`src/rtl/alu_seq_pkg.sv`:
```
// Shared definitions for the ALU program sequencer.
// Holds the opcode set understood by alu_core and the state encoding
// used by the sequencer state machine.
package alu_seq_pkg;

  // Opcodes as stored in the top OPW bits of every program word.
  typedef enum logic [2:0] {
    ADD   = 3'd0,
    SUB   = 3'd1,
    AND   = 3'd2,
    OR    = 3'd3,
    XOR   = 3'd4,
    NOTA  = 3'd5,
    SHL   = 3'd6,
    PASSB = 3'd7
  } op_e;

  // Sequencer states: FETCH reads memory, EXEC registers the ALU result,
  // WAIT spaces out executions during an auto sweep.
  typedef enum logic [1:0] {
    IDLE  = 2'd0,
    FETCH = 2'd1,
    EXEC  = 2'd2,
    WAIT  = 2'd3
  } state_e;

endpackage

```
`src/rtl/alu_core.sv`:
```
// Purely combinational ALU used by the program sequencer.
// Ports:
//   A, B   : WIDTH-bit operands
//   op     : opcode (op_e)
//   C      : WIDTH-bit result, truncated
//   carry  : carry out (ADD), borrow (SUB), shifted-out bit (SHL), else 0
//   ovf    : signed overflow for ADD/SUB, else 0
module alu_core
  import alu_seq_pkg::*;
#(
  parameter int WIDTH = 6
) (
  input  logic [WIDTH-1:0] A,
  input  logic [WIDTH-1:0] B,
  input  op_e              op,
  output logic [WIDTH-1:0] C,
  output logic             carry,
  output logic             ovf
);

  // One extra bit so the carry/borrow falls out of the arithmetic.
  logic [WIDTH:0] ext;

  always_comb begin
    ext   = '0;
    C     = '0;
    carry = 1'b0;
    ovf   = 1'b0;
    case (op)
      ADD: begin
        ext   = {1'b0, A} + {1'b0, B};
        C     = ext[WIDTH-1:0];
        carry = ext[WIDTH];
        // Same-sign operands producing a different-sign result.
        ovf   = (A[WIDTH-1] == B[WIDTH-1]) && (C[WIDTH-1] != A[WIDTH-1]);
      end
      SUB: begin
        // The extended top bit is set exactly when A < B, i.e. a borrow.
        ext   = {1'b0, A} - {1'b0, B};
        C     = ext[WIDTH-1:0];
        carry = ext[WIDTH];
        ovf   = (A[WIDTH-1] != B[WIDTH-1]) && (C[WIDTH-1] != A[WIDTH-1]);
      end
      AND:   C = A & B;
      OR:    C = A | B;
      XOR:   C = A ^ B;
      NOTA:  C = ~A;
      SHL: begin
        C     = {A[WIDTH-2:0], 1'b0};
        carry = A[WIDTH-1];
      end
      PASSB: C = B;
      default: C = '0;
    endcase
  end

endmodule

```
`src/rtl/alu_program_sequencer.sv`:
```
// Program-memory ALU sequencer.
// A DEPTH-entry memory of {op, A, B} words is filled from the switches one
// key press at a time (rw=1). With rw=0 each press executes one entry
// (step mode) or starts a sweep over the whole program, one execution every
// STEP_CYCLES cycles (auto mode). Result, operands and flags are registered.
// Ports:
//   clk, rst      : clock, synchronous active-high reset
//   i_data        : switch word {op, A, B}, op in the MSBs
//   key           : synchronised pushbutton level, 1 = pressed
//   rw            : 1 = load program, 0 = execute
//   auto_run      : in execute, 0 = step, 1 = auto sweep
//   instr, A, B   : opcode and operands of the last executed entry
//   C             : registered result
//   carry/zero/ovf: result flags
//   addr          : write pointer when rw=1, else read pointer
//   result_valid  : one-cycle pulse per execution
//   done          : one-cycle pulse when an auto sweep completes
//   empty         : program count is zero
//   busy          : state machine is not IDLE
module alu_program_sequencer
  import alu_seq_pkg::*;
#(
  parameter int WIDTH       = 6,
  parameter int DEPTH       = 8,
  parameter int OPW         = 3,
  parameter int STEP_CYCLES = 50000000
) (
  input  logic                     clk,
  input  logic                     rst,
  input  logic [OPW+2*WIDTH-1:0]   i_data,
  input  logic                     key,
  input  logic                     rw,
  input  logic                     auto_run,
  output logic [OPW-1:0]           instr,
  output logic [WIDTH-1:0]         A,
  output logic [WIDTH-1:0]         B,
  output logic [WIDTH-1:0]         C,
  output logic                     carry,
  output logic                     zero,
  output logic                     ovf,
  output logic [$clog2(DEPTH)-1:0] addr,
  output logic                     result_valid,
  output logic                     done,
  output logic                     empty,
  output logic                     busy
);

  localparam int AW = $clog2(DEPTH);
  localparam int CW = AW + 1;
  localparam int DW = OPW + 2 * WIDTH;
  // WAIT lasts STEP_CYCLES-2 cycles; with STEP_CYCLES=2 it is skipped.
  localparam bit HAS_WAIT = (STEP_CYCLES > 2);
  localparam int WCW = HAS_WAIT ? $clog2(STEP_CYCLES) : 1;
  localparam logic [WCW-1:0] WAIT_LOAD = WCW'(HAS_WAIT ? STEP_CYCLES - 3 : 0);

  logic [DW-1:0]    mem [DEPTH];
  logic [DW-1:0]    mem_q;
  logic [AW-1:0]    wr_ptr;
  logic [AW-1:0]    rd_ptr;
  logic [AW-1:0]    eff_ptr;
  logic [AW-1:0]    next_ptr;
  logic [CW-1:0]    count;
  logic [CW-1:0]    remaining;
  logic [WCW-1:0]   wait_cnt;
  state_e           state;
  logic             key_q;
  logic             sweep;
  logic             press;
  logic             load;
  logic             abort;

  logic [OPW-1:0]   op_f;
  logic [WIDTH-1:0] a_f;
  logic [WIDTH-1:0] b_f;
  logic [WIDTH-1:0] alu_c;
  logic             alu_carry;
  logic             alu_ovf;

  assign press = key & ~key_q;
  assign load  = rw & press;
  // Switching to load mode cancels a running sweep.
  assign abort = sweep & rw;

  assign op_f = mem_q[DW-1 -: OPW];
  assign a_f  = mem_q[2*WIDTH-1 -: WIDTH];
  assign b_f  = mem_q[WIDTH-1:0];

  // The program may have shrunk below rd_ptr after a reload, so the fetch
  // restarts from entry 0 in that case; advancing wraps at count.
  assign eff_ptr  = ({1'b0, rd_ptr} >= count) ? '0 : rd_ptr;
  assign next_ptr = (({1'b0, rd_ptr} + CW'(1)) >= count) ? '0 : rd_ptr + 1'b1;

  assign addr  = rw ? wr_ptr : rd_ptr;
  assign empty = (count == '0);
  assign busy  = (state != IDLE);

  alu_core #(
    .WIDTH(WIDTH)
  ) u_alu (
    .A    (a_f),
    .B    (b_f),
    .op   (op_e'(op_f)),
    .C    (alu_c),
    .carry(alu_carry),
    .ovf  (alu_ovf)
  );

  // Program memory write port; no reset so it maps onto plain RAM.
  always_ff @(posedge clk) begin
    if (!rst && load) begin
      mem[wr_ptr] <= i_data;
    end
  end

  // Sequencer: press detection, load bookkeeping, and the FETCH/EXEC/WAIT
  // state machine with all visible outputs registered here.
  always_ff @(posedge clk) begin
    if (rst) begin
      state        <= IDLE;
      key_q        <= 1'b0;
      wr_ptr       <= '0;
      rd_ptr       <= '0;
      count        <= '0;
      remaining    <= '0;
      wait_cnt     <= '0;
      sweep        <= 1'b0;
      mem_q        <= '0;
      instr        <= '0;
      A            <= '0;
      B            <= '0;
      C            <= '0;
      carry        <= 1'b0;
      zero         <= 1'b0;
      ovf          <= 1'b0;
      result_valid <= 1'b0;
      done         <= 1'b0;
    end else begin
      key_q        <= key;
      result_valid <= 1'b0;
      done         <= 1'b0;

      if (load) begin
        wr_ptr <= wr_ptr + 1'b1;
        if (count != CW'(DEPTH)) begin
          count <= count + CW'(1);
        end
      end

      case (state)
        IDLE: begin
          if (press && !rw && count != '0) begin
            state     <= FETCH;
            sweep     <= auto_run;
            remaining <= count;
            if (auto_run) begin
              rd_ptr <= '0;
            end
          end
        end
        FETCH: begin
          if (abort) begin
            state <= IDLE;
            sweep <= 1'b0;
          end else begin
            mem_q  <= mem[eff_ptr];
            rd_ptr <= eff_ptr;
            state  <= EXEC;
          end
        end
        EXEC: begin
          if (abort) begin
            state <= IDLE;
            sweep <= 1'b0;
          end else begin
            C            <= alu_c;
            A            <= a_f;
            B            <= b_f;
            instr        <= op_f;
            carry        <= alu_carry;
            ovf          <= alu_ovf;
            zero         <= (alu_c == '0);
            result_valid <= 1'b1;
            rd_ptr       <= next_ptr;
            remaining    <= remaining - CW'(1);
            if (sweep && remaining > CW'(1)) begin
              if (HAS_WAIT) begin
                state    <= WAIT;
                wait_cnt <= WAIT_LOAD;
              end else begin
                state <= FETCH;
              end
            end else begin
              state <= IDLE;
              done  <= sweep;
              sweep <= 1'b0;
            end
          end
        end
        WAIT: begin
          if (abort) begin
            state <= IDLE;
            sweep <= 1'b0;
          end else if (wait_cnt == '0) begin
            state <= FETCH;
          end else begin
            wait_cnt <= wait_cnt - 1'b1;
          end
        end
        default: state <= IDLE;
      endcase
    end
  end

endmodule

```
`config.mk`:
```
export PLATFORM = sky130hd
export DESIGN_NAME = alu_program_sequencer
export DESIGN_NICKNAME = d
export VERILOG_FILES = /design/src/rtl/alu_seq_pkg.sv /design/src/rtl/alu_core.sv /design/src/rtl/alu_program_sequencer.sv
export SDC_FILE = /design/constraint.sdc
export NUM_CORES = 1
export LEC_CHECK = 0
export BUFFER_PORTS_ARGS = -buffer_cell sky130_fd_sc_hd__buf_2
export CAP_MARGIN = 20
export CORE_ASPECT_RATIO = 1.75
export CORE_MARGIN = 1
export CORE_UTILIZATION = 55
export DETAILED_ROUTE_END_ITERATION = 10
export PLACE_DENSITY = 0.76
export SLEW_MARGIN = 10
export SYNTH_ARGS = -nofsm -noshare
export SYNTH_HDL_FRONTEND = slang
export SYNTH_SLANG_ARGS = --single-unit
```
`constraint.sdc`:
```
create_clock -name clk -period 2.8 [get_ports clk]
set_input_delay 0.28 -clock clk [delete_from_list [all_inputs] [get_ports clk]]
set_output_delay 0.28 -clock clk [all_outputs]
set_load 0.02 [all_outputs]
```
# --- Word level (Yosys, flattened, before mapping) ---
# Memory sizes are Yosys's and may differ from the RTL's. A register that Yosys moved wholly into a read port is not among the register bits.
# Cells that the tools add are included.
word_totals:
  register_bits: 70
  latchBits: 0
  mem_bits_rw: 120
  rom_bits: 0
  inputBits: 20
  output_inout_bits: 31
  elab_cells: 127
  mem_count: 1
memory_table:
  columns: ["memory", "depth", "word_bits", "rd", "rd_ports_with_merged_regs", "write_ports", "line", "text"]
  rows:
  - ["mem", 8, 15, 1, 1, 1, "alu_program_sequencer.sv:56", "logic [DW-1:0] mem [DEPTH];"]
classes:
  add_sub_neg: 8
  multipliers: 0
  div_mod_pow: 0
  magnitude_cmp: 3
  n_eq_ne: 25
  shift: 0
  n_mux: 34
  n_bitwise: 10
  reduce_logical: 29
ops:
  columns: ["operator", "count"]
  rows:
  - ["26-bit 2-to-1 mux", 4]
  - ["26-bit one-hot mux with 2 select lines", 1]
  - ["6-bit one-hot mux with 8 select lines", 1]
  - ["26-bit zero test", 1]
  - ["26-bit by 1-bit subtractor with 26-bit output (second input constant)", 1]
  - ["3-bit 2-to-1 mux", 7]
  - ["2-bit != test (second input constant)", 7]
  - ["3-bit equality test (second input constant)", 4]
  - ["2-bit 2-to-1 mux", 6]
  - ["5-bit AND reduction", 2]
  - ["3-bit one-hot mux with 3 select lines", 1]
  - ["4-bit 2-to-1 mux", 2]
  - ["2-bit one-hot mux with 4 select lines", 1]
  - ["4-bit one-hot mux with 2 select lines", 1]
  - ["2-bit AND reduction", 4]
  - ["6-bit by 6-bit adder with 7-bit output", 1]
  - ["1-bit 2-to-1 mux", 7]
  - ["6-bit by 6-bit subtractor with 7-bit output", 1]
  - ["3-bit by 1-bit adder with 3-bit output (second input constant)", 2]
  - ["6-bit bitwise AND", 1]
  - ["3-bit by 2-bit equality test with 1-bit output (second input constant)", 2]
  - ["1-bit logical AND", 6]
  - ["6-bit zero test", 1]
  - ["3-bit != test (second input constant)", 2]
  - ["other kinds (30)", 43]

# --- Longest topological paths before layout ---
# Gate-level depths: netlist of run 1.
depth:
  depth_word: 6
  ltp_mapped: 11
  depth_no_buf: 10

# --- Cells and area by module ---
# Synthesis of run 1 repeated with hierarchy kept, for this count alone.
hier_totals:
  hier_cells: 929
  area_unflattened_um2: 10099.7
by_module_without_submodules:
  columns: ["module", "n_inst", "cells_per_inst", "area_per_inst_um2", "seq_area_each_um2"]
  rows:
  - ["alu_program_sequencer", 1, 772, 8991.1, 5305.1]
  - ["alu_core", 1, 157, 1108.6, 0.0]

# --- Worst setup path after synthesis of run 1 ---
# Ideal clock, no wire load.
synth_path:
  path_kind: "input -> register"
  startpoint: "input rw"
  endpoint: "memory mem[0][0] (netlist bit) (enable)"
  setup_time_ps: 426
  t_arrival_ps: 2491
  t_required_ps: 2374
  path_slack_ps: -117
  path_stages: 4
  path_buffers: 1
  cell_sequence: "clkbuf_1 -> and3b_1 -> nand2b_1 -> nor4_1"
synth_between:
  elab_chain_cells: 4
synth_lines:
  columns: ["item", "line", "text"]
  rows:
  - ["start, declared", "alu_program_sequencer.sv:32", "input logic rw,"]
  - ["1-bit bitwise AND", "alu_program_sequencer.sv:80", "assign load = rw & press;"]
  - ["1-bit logical AND", "alu_program_sequencer.sv:110", "if (!rst && load) begin"]
  - ["1-bit 2-to-1 mux", "alu_program_sequencer.sv:110", null]
  - ["1-bit 2-to-1 mux (not written as such)", "alu_program_sequencer.sv:111", "mem[wr_ptr] <= i_data;"]
  - ["end, declared", "alu_program_sequencer.sv:56", null]
# Every way passes these cells.

# --- Worst setup path in the final report of run 1 ---
layout_path:
  startpoint: "register count[0]"
  endpoint: "register rd_ptr[0]"
layout_between:
  elab_chain_cells: 4
  word_cells_on_any_way: 11
  cone_classes: "2 x order compare; 1 x eq/ne; 5 x mux; 3 x reduce/logical"
layout_lines:
  columns: ["item", "line", "text"]
  rows:
  - ["start, declared", "alu_program_sequencer.sv:62", "logic [CW-1:0] count;"]
  - ["start signal, assigned", "alu_program_sequencer.sv:145", "count <= count + CW'(1);"]
  - ["4-bit >= comparator, or another cell as far along", "alu_program_sequencer.sv:91", "assign next_ptr = (({1'b0, rd_ptr} + CW'(1)) >= count) ? '0 : rd_ptr + 1'b1;"]
  - ["3-bit 2-to-1 mux, or another cell as far along", "alu_program_sequencer.sv:91", null]
  - ["3-bit 2-to-1 mux, or another cell as far along", "alu_program_sequencer.sv:171", "if (abort) begin"]
  - ["3-bit one-hot mux with 3 select lines or 5-bit AND reduction (tied branches)", null, null]
  - ["end signal, assigned", "alu_program_sequencer.sv:166", "rd_ptr <= eff_ptr;"]
  - ["end signal, assigned", "alu_program_sequencer.sv:183", "rd_ptr <= next_ptr;"]
  - ["end, declared", "alu_program_sequencer.sv:59", "logic [AW-1:0] rd_ptr;"]
# Parallel ways exist; a longest one is shown, timed or not. The select of a mux whose other input is x is not followed.
# A chain may end at the register's enable or synchronous reset.

==> impl_metrics.csv, run 1 <==
group,metric,value,unit
outcome,outcome,"finished, final reports clean",
cts,clockBufferDepth,3,
pwr,irDropWorstVdd,0.608,mV
synth,syn_nets,942,
synth,seq_area_frac_synth,55.1,%
setup_path,timing.critical_path.from,"count[0]",
global_route,grt_pass1_wl,34900,um
synth,synth_cell_types,77,
placement,gp_congestion,0.947,
synth,ys_ff_latch,205,
synth,synth_largest_area_cell,"edfxtp_1",
setup_path,reg2reg_to,"rd_ptr[0]",
global_route,grt_start_max_net_pins,65,
routing,vias,7000,
cts,cts.repair.resized,0,
placement,dpl_worst_slack,0.228,ns
setup_path,cp.required,3.22,ns
timing,hold_viol_final,0,
synth,synth_edf_count,120,
finish,layout.cells.non_filler,1183,
timing,setup_viol,0,
timing,max_freq,0.382,GHz
global_route,grt_pass1_vias,6811,
synth,avgSynthCellArea,10.9,um2
setup_path,reg2reg_from,"count[0]",
setup_path,critPathKind,"flop to flop",
timing,rsz0062_at_grt,"false",
setup_path,cpMaxStageDelayCell,"or4b_2",
finish,final_layout_size_suffix_gt1_share,17.2,%
floorplan,fp.dieArea,0.0180,mm2
finish,diodes,0,
global_route,antenna_found_initial,0,
finish,fin_nets,1001,
floorplan,coreArea,0.0170,mm2
cts,numCtsBuffers,20,
global_route,use_met3,4.42,%
synth,synth_area,0.00962,mm2
timing,worst_slew_pin_slew,0.790,ns
setup_path,endpoint_kind,"flop",
floorplan,die_w,102,um
pwr,p_leak,3.92,nW
synth,synth_area_leaders,"edfxtp_1 37%, dfxtp_1 18%, ha_1 4.8%",
flow_run,maxCapViolCount,0,
routing,post_drt_wl_per_cell,18.8,um
global_route,grt.met2_usage,45.9,%
cts,cts_hold_buffers,0,
cts,clk_pin_slew,0.07,ns
cts,postCtsSetupBuffers,0,
cts,cts_tree,"yes",
timing,layout_min_cycle_time,2.62,ns
routing,vias_per_cell,5.92,
cts,h-tree-depth,1,
routing,first_pass_iters,5,
worst_hold_path,hold_class,"input port to flop",
timing,fin_crit_sh,93.6,%
worst_hold_path,min_path_cells,2,
timing,holdWs,0.0322,ns
cts,clk_latency,0.50,ns
global_route,overflow,0,
pwr,p_per_area,658,mW/mm2
synth,yosysMostFrequentCell,"edfxtp_1",
floorplan,boundaryPins,51,
global_route,busiest_layer,"met2",
timing,slew_headroom,47.4,%
timing,skew,0.00924,ns
setup_path,critical_path_arrival,3.04,ns
synth,async_reset_ff_share,0,%
placement,dp.cells,1147,
cts,cts_sinks,205,
setup_path,startpoint_type,"flop",
setup_path,cp-endpoint,"rd_ptr[0]",
global_route,grt_usage,25.3,%
routing,drc,0,
timing,slew_viol_final,0,
routing,drt_wl_total,22300,um
placement,hpwl,15300,um
setup_path,cp_max_fo,7,
setup_path,cp_cell_sequence,"inv_1, ha_1, nor3b_1, or4b_2, o22ai_1, o21ai_0, nor2_2, nand3_1, a21oi_1",
finish,area_growth,14.0,%
synth,synth_ff_type,"edfxtp_1",
timing,setup_slack,0.181,ns
cts,root_buffer,"clkbuf_16",
setup_path,worst-r2r-cell-count,9,
placement,io_buffers,50,
global_route,met1_usage,27.3,%
setup_path,cpPeakStageDelay,0.67,ns
routing,antenna_left,0,
routing,drtIter0Drc,335,
synth,synthesis.instances,883,
timing,finalSetupTns,0,ns
floorplan,start_util,56.5,%
floorplan,die_y,177,um
synth,synthTopCellsByCount,"120 x edfxtp_1, 91 x nor2_1, 85 x dfxtp_1",
synth,yosysWarnings,0,
synth,yosysTopAreaCellShare,37.5,%
floorplan,rows,63,
setup_path,reg2reg_slack,0.18,ns
==> worst min path at each step <==
| stage | from | to | slack, ns |
|---|---|---|---|
| floorplan | i_data[0] | mem[0][0] | 0.38 |
| global placement | ovf | ovf | 0.44 |
| detailed placement | A[5] | A[5] | 0.44 |
| CTS | key | key_q | 0.02 |
| global route | key | key_q | 0.05 |
| finish | key | key_q | 0.03 |
==> state kept, by name, summed over array words and instances, names as in the netlist <==
signal / cells
sweep: 1
key_q: 1
mem_q: 15
wait_cnt: 26
result_valid: 1
mem: 120
ovf: 1
wr_ptr: 3
remaining: 4
zero: 1
count: 4
instr: 3
done: 1
C: 6
carry: 1
state: 2
A: 6
B: 6
rd_ptr: 3
==> kinds of logic (layout without fill, tap and decap cells) <==
| logic type | after synthesis | after routing | synth area share (%) |
|---|---|---|---|
| buffers and inverters | 80 | 153 | 3.28 |
| AOI/OAI and AO/OA | 198 | 198 | 13.8 |
| and+or+nand+nor | 289 | 289 | 15.2 |
| DFF | 205 | 205 | 55.1 |
| xor gates and xnor gates | 31 | 31 | 2.82 |
| adders and majority gates | 39 | 39 | 5.23 |
| muxes | 41 | 41 | 4.50 |
==> worst max-delay path, delay by kind of cell (launching register included) <==
family / cells / cell delay, ns
compound gates: 3 / 0.59
flops: 1 / 0.46
fa+ha+maj: 1 / 0.22
buf+inv: 1 / 0.10
simple gates: 4 / 1.17
==> through the flow <==
stage	total power, mW	area (um2)	util, %
2_1_floorplan	4.06	9630	-
3_3_place_gp	4.37	10300	60.3
3_5_place_dp	4.39	10300	60.3
4_1_cts	7.25	11000	64.4
5_1_grt	7.50	11000	64.4
6_report	7.22	11000	64.4
==> metal layers <==
| layer | share of wire [%] | up-vias | routed length (um) |
|---|---|---|---|
| li1 | - | 3352 | - |
| met3 | 4.7 | 76 | 1050 |
| met4 | 4.5 | 0 | 1010 |
| met1 | 37 | 3369 | 8350 |
| met5 | 0 | - | 0 |
| met2 | 53 | 203 | 11900 |
==> area by class of cell <==
cell class / count / area, um2
clock inverter: 13 / 171
clock buffer: 23 / 533
tap: 227 / 284
fill: 1393 / 6060
inverter: 30 / 113
sequential: 205 / 5310
timing repair buffer: 87 / 528
multi-input combinational: 598 / 4030
==> power by group <==
group          total, mW  internal [mW]  switching (mW)
clock               2.88           1.74            1.13
combinational       1.01          0.393           0.613
sequential          3.34           3.24          0.0929
total               7.22           5.38            1.84
==> layout by cell type, fill, tap and decap left out, types with 5 or more instances in the layout <==
master	netlist	final
a2111oi_0	15	15
inv_1	28	28
buf_2	1	50
o21ai_0	36	36
nand2_1	76	76
mux2i_1	23	23
a211oi_1	23	23
edfxtp_1	120	120
mux2_2	18	18
nor2b_1	22	22
nand2b_1	7	7
nor3b_1	6	6
buf_4	0	37
o21bai_1	5	5
nor3_1	13	13
ha_1	37	37
a31oi_1	5	5
xor2_1	9	9
nor2_1	91	90
dfxtp_1	85	84
xnor2_1	22	22
o22a_1	16	16
clkbuf_16	0	21
clkinv_1	2	5
nand3_1	12	12
nor4_1	21	19
a21oi_1	54	54
Note: power is estimated with default switching activity, not from simulation.
==> run 2: changes to the inputs <==
Settings changed: CORE_MARGIN 1 to 2.
==> run 2 against run 1 <==
Sequential power barely moved; first-iteration DRC count fell by 3.3%; design area barely moved; core utilization fell by 1.0 points; clock skew rose by 0.0047 ns; hold slack got worse by 0.0061 ns; via count barely moved; critical path depth fell by 1; fmax fell by 0.70%; global-route usage fell by 1.1 points; power fell by 3.2%; highest routed layer unchanged; combinational power barely moved.
==> impl_metrics.csv, run 2 (synthesized netlist as in run 1, its figures left out) <==
group,metric,value,unit
outcome,outcome,"finished, final reports clean",
floorplan,fp.dieArea,0.0186,mm2
placement,hpwl,15200,um
finish,regMostFlops,"mem",
global_route,busiest_layer,"met2",
timing,skew,0.0139,ns
setup_path,critPathKind,"flop to flop",
finish,fin_nets,1002,
floorplan,die_w,104,um
placement,gp_congestion,0.948,
floorplan,boundaryPins,51,
timing,fin_crit_sh,94.2,%
routing,drc,0,
setup_path,cp-endpoint,"mem_q[12]",
finish,largest_reg_flops,120,
setup_path,critical_path_arrival,3.01,ns
finish,mostFrequentLayoutCells,"120 x edfxtp_1, 91 x nor2_1, 84 x dfxtp_1",
worst_hold_path,hold_class,"input port to flop",
finish,fin_area,0.0110,mm2
setup_path,cp_cell_sequence,"ha_1, nand2b_1, a21o_1, a21o_1, nand2_1, nand2_1, a2111oi_0, nor4_1",
timing,layout_min_cycle_time,2.64,ns
placement,io_buffers,50,
setup_path,cpPeakStageDelay,0.57,ns
timing,rsz0062_at_grt,"false",
cts,root_buffer,"clkbuf_16",
setup_path,startpoint_type,"flop",
floorplan,coreArea,0.0173,mm2
finish,largestRegisters,"mem (120), wait_cnt (26), mem_q (15)",
timing,max_freq,0.379,GHz
pwr,p_leak,3.91,nW
setup_path,reg2reg_slack,0.16,ns
floorplan,start_util,55.6,%
finish,diodes,0,
global_route,grt_pass1_vias,6825,
global_route,met1_usage,25.7,%
pwr,p_per_area,638,mW/mm2
routing,drt_wl_total,22400,um
setup_path,cp_max_fo,15,
placement,post_dp_cell_area,0.0103,mm2
routing,post_drt_wl_per_cell,18.9,um
cts,cts_tree,"yes",
global_route,grt.met2_usage,47.3,%
timing,setup_viol,0,
global_route,use_met3,2.65,%
setup_path,worst-r2r-cell-count,8,
timing,hold_viol_final,0,
finish,area_growth,14.0,%
cts,cts.repair.resized,0,
floorplan,die_y,179,um
routing,drtIter0Drc,324,
routing,first_pass_iters,5,
global_route,overflow,0,
timing,slew_viol_final,0,
global_route,antenna_found_initial,0,
global_route,grt_usage,24.2,%
floorplan,rows,64,
finish,final_layout_size_suffix_gt1_share,16.7,%
flow_run,maxCapViolCount,0,
setup_path,endpoint_kind,"flop",
timing,slew_headroom,45.1,%
cts,h-tree-depth,1,
pwr,irDropWorstVdd,0.611,mV
finish,utilization,63.4,%
cts,clk_latency,0.50,ns
finish,final_common_cell,"edfxtp_1",
timing,worst_slew_pin_slew,0.824,ns
setup_path,cp.required,3.17,ns
setup_path,reg2reg_to,"mem_q[12]",
routing,vias,6997,
cts,numCtsBuffers,20,
routing,antenna_left,0,
cts,clk_pin_slew,0.07,ns
global_route,grt_pass1_wl,35400,um
cts,clockBufferDepth,3,
cts,cts_sinks,205,
global_route,grt_start_max_net_pins,65,
setup_path,reg2reg_from,"count[0]",
setup_path,cpMaxStageDelayCell,"a2111oi_0",
timing,finalSetupTns,0,ns
setup_path,timing.critical_path.from,"count[0]",
routing,vias_per_cell,5.89,
-- run 2: worst min-delay path by stage --
stage	from	endpoint	slack, ns	cells past startpoint
after detailed placement	A[3]	A[3]	0.44	2
after floorplan	i_data[0]	mem[0][0]	0.38	0
final	key	key_q	0.03	2
after global routing	i_data[4]	mem[2][4]	0.05	1
after CTS	key	key_q	0.02	2
after global placement	C[1]	C[1]	0.44	2
-- run 2: layout make-up --
class	count	area (um2)
repair buffers	88	576
clock buffers	29	576
fillers	1411	6330
well taps	231	289
inverters	30	113
multi-input cells	598	4030
clock inverters	7	76.3
flip-flops and latches	205	5310
-- run 2: critical path: cells and delay by family (launching register included) --
family | cells | cell delay, ns
compound gates | 3 | 0.95
simple gates | 4 | 0.80
flops | 1 | 0.47
fa+ha+maj | 1 | 0.29
-- run 2: per-layer routing --
metal,vias up,share of wire (%)
met5,-,0
met4,0,4.4
met3,80,3.7
met2,178,55
met1,3390,37
li1,3349,-
-- run 2: per-stage QoR --
step | setup WS (ns) | total power [mW] | hold slack (ns) | std cells
4_1_cts | 0.192 | 7.01 | 0.0249 | 1188
6_report | 0.162 | 6.99 | 0.0262 | 1188
3_3_place_gp | 0.325 | 4.35 | 0.442 | 1151
5_1_grt | 0.0112 | 7.26 | 0.0488 | 1188
3_5_place_dp | 0.205 | 4.37 | 0.444 | 1151
2_1_floorplan | 0.168 | 4.06 | 0.379 | 883
-- run 2: what timing repair did --
item                                    CTS  global route
setup buffers                             0             0
endpoints found under the hold margin     1             0
hold buffers                              1             0
endpoints found under the setup margin    0             0
-- run 2: power by group --
| part | switching, mW | internal [mW] |
|---|---|---|
| Combinational | 0.592 | 0.392 |
| Clock | 1.13 | 1.54 |
| Sequential | 0.0938 | 3.24 |
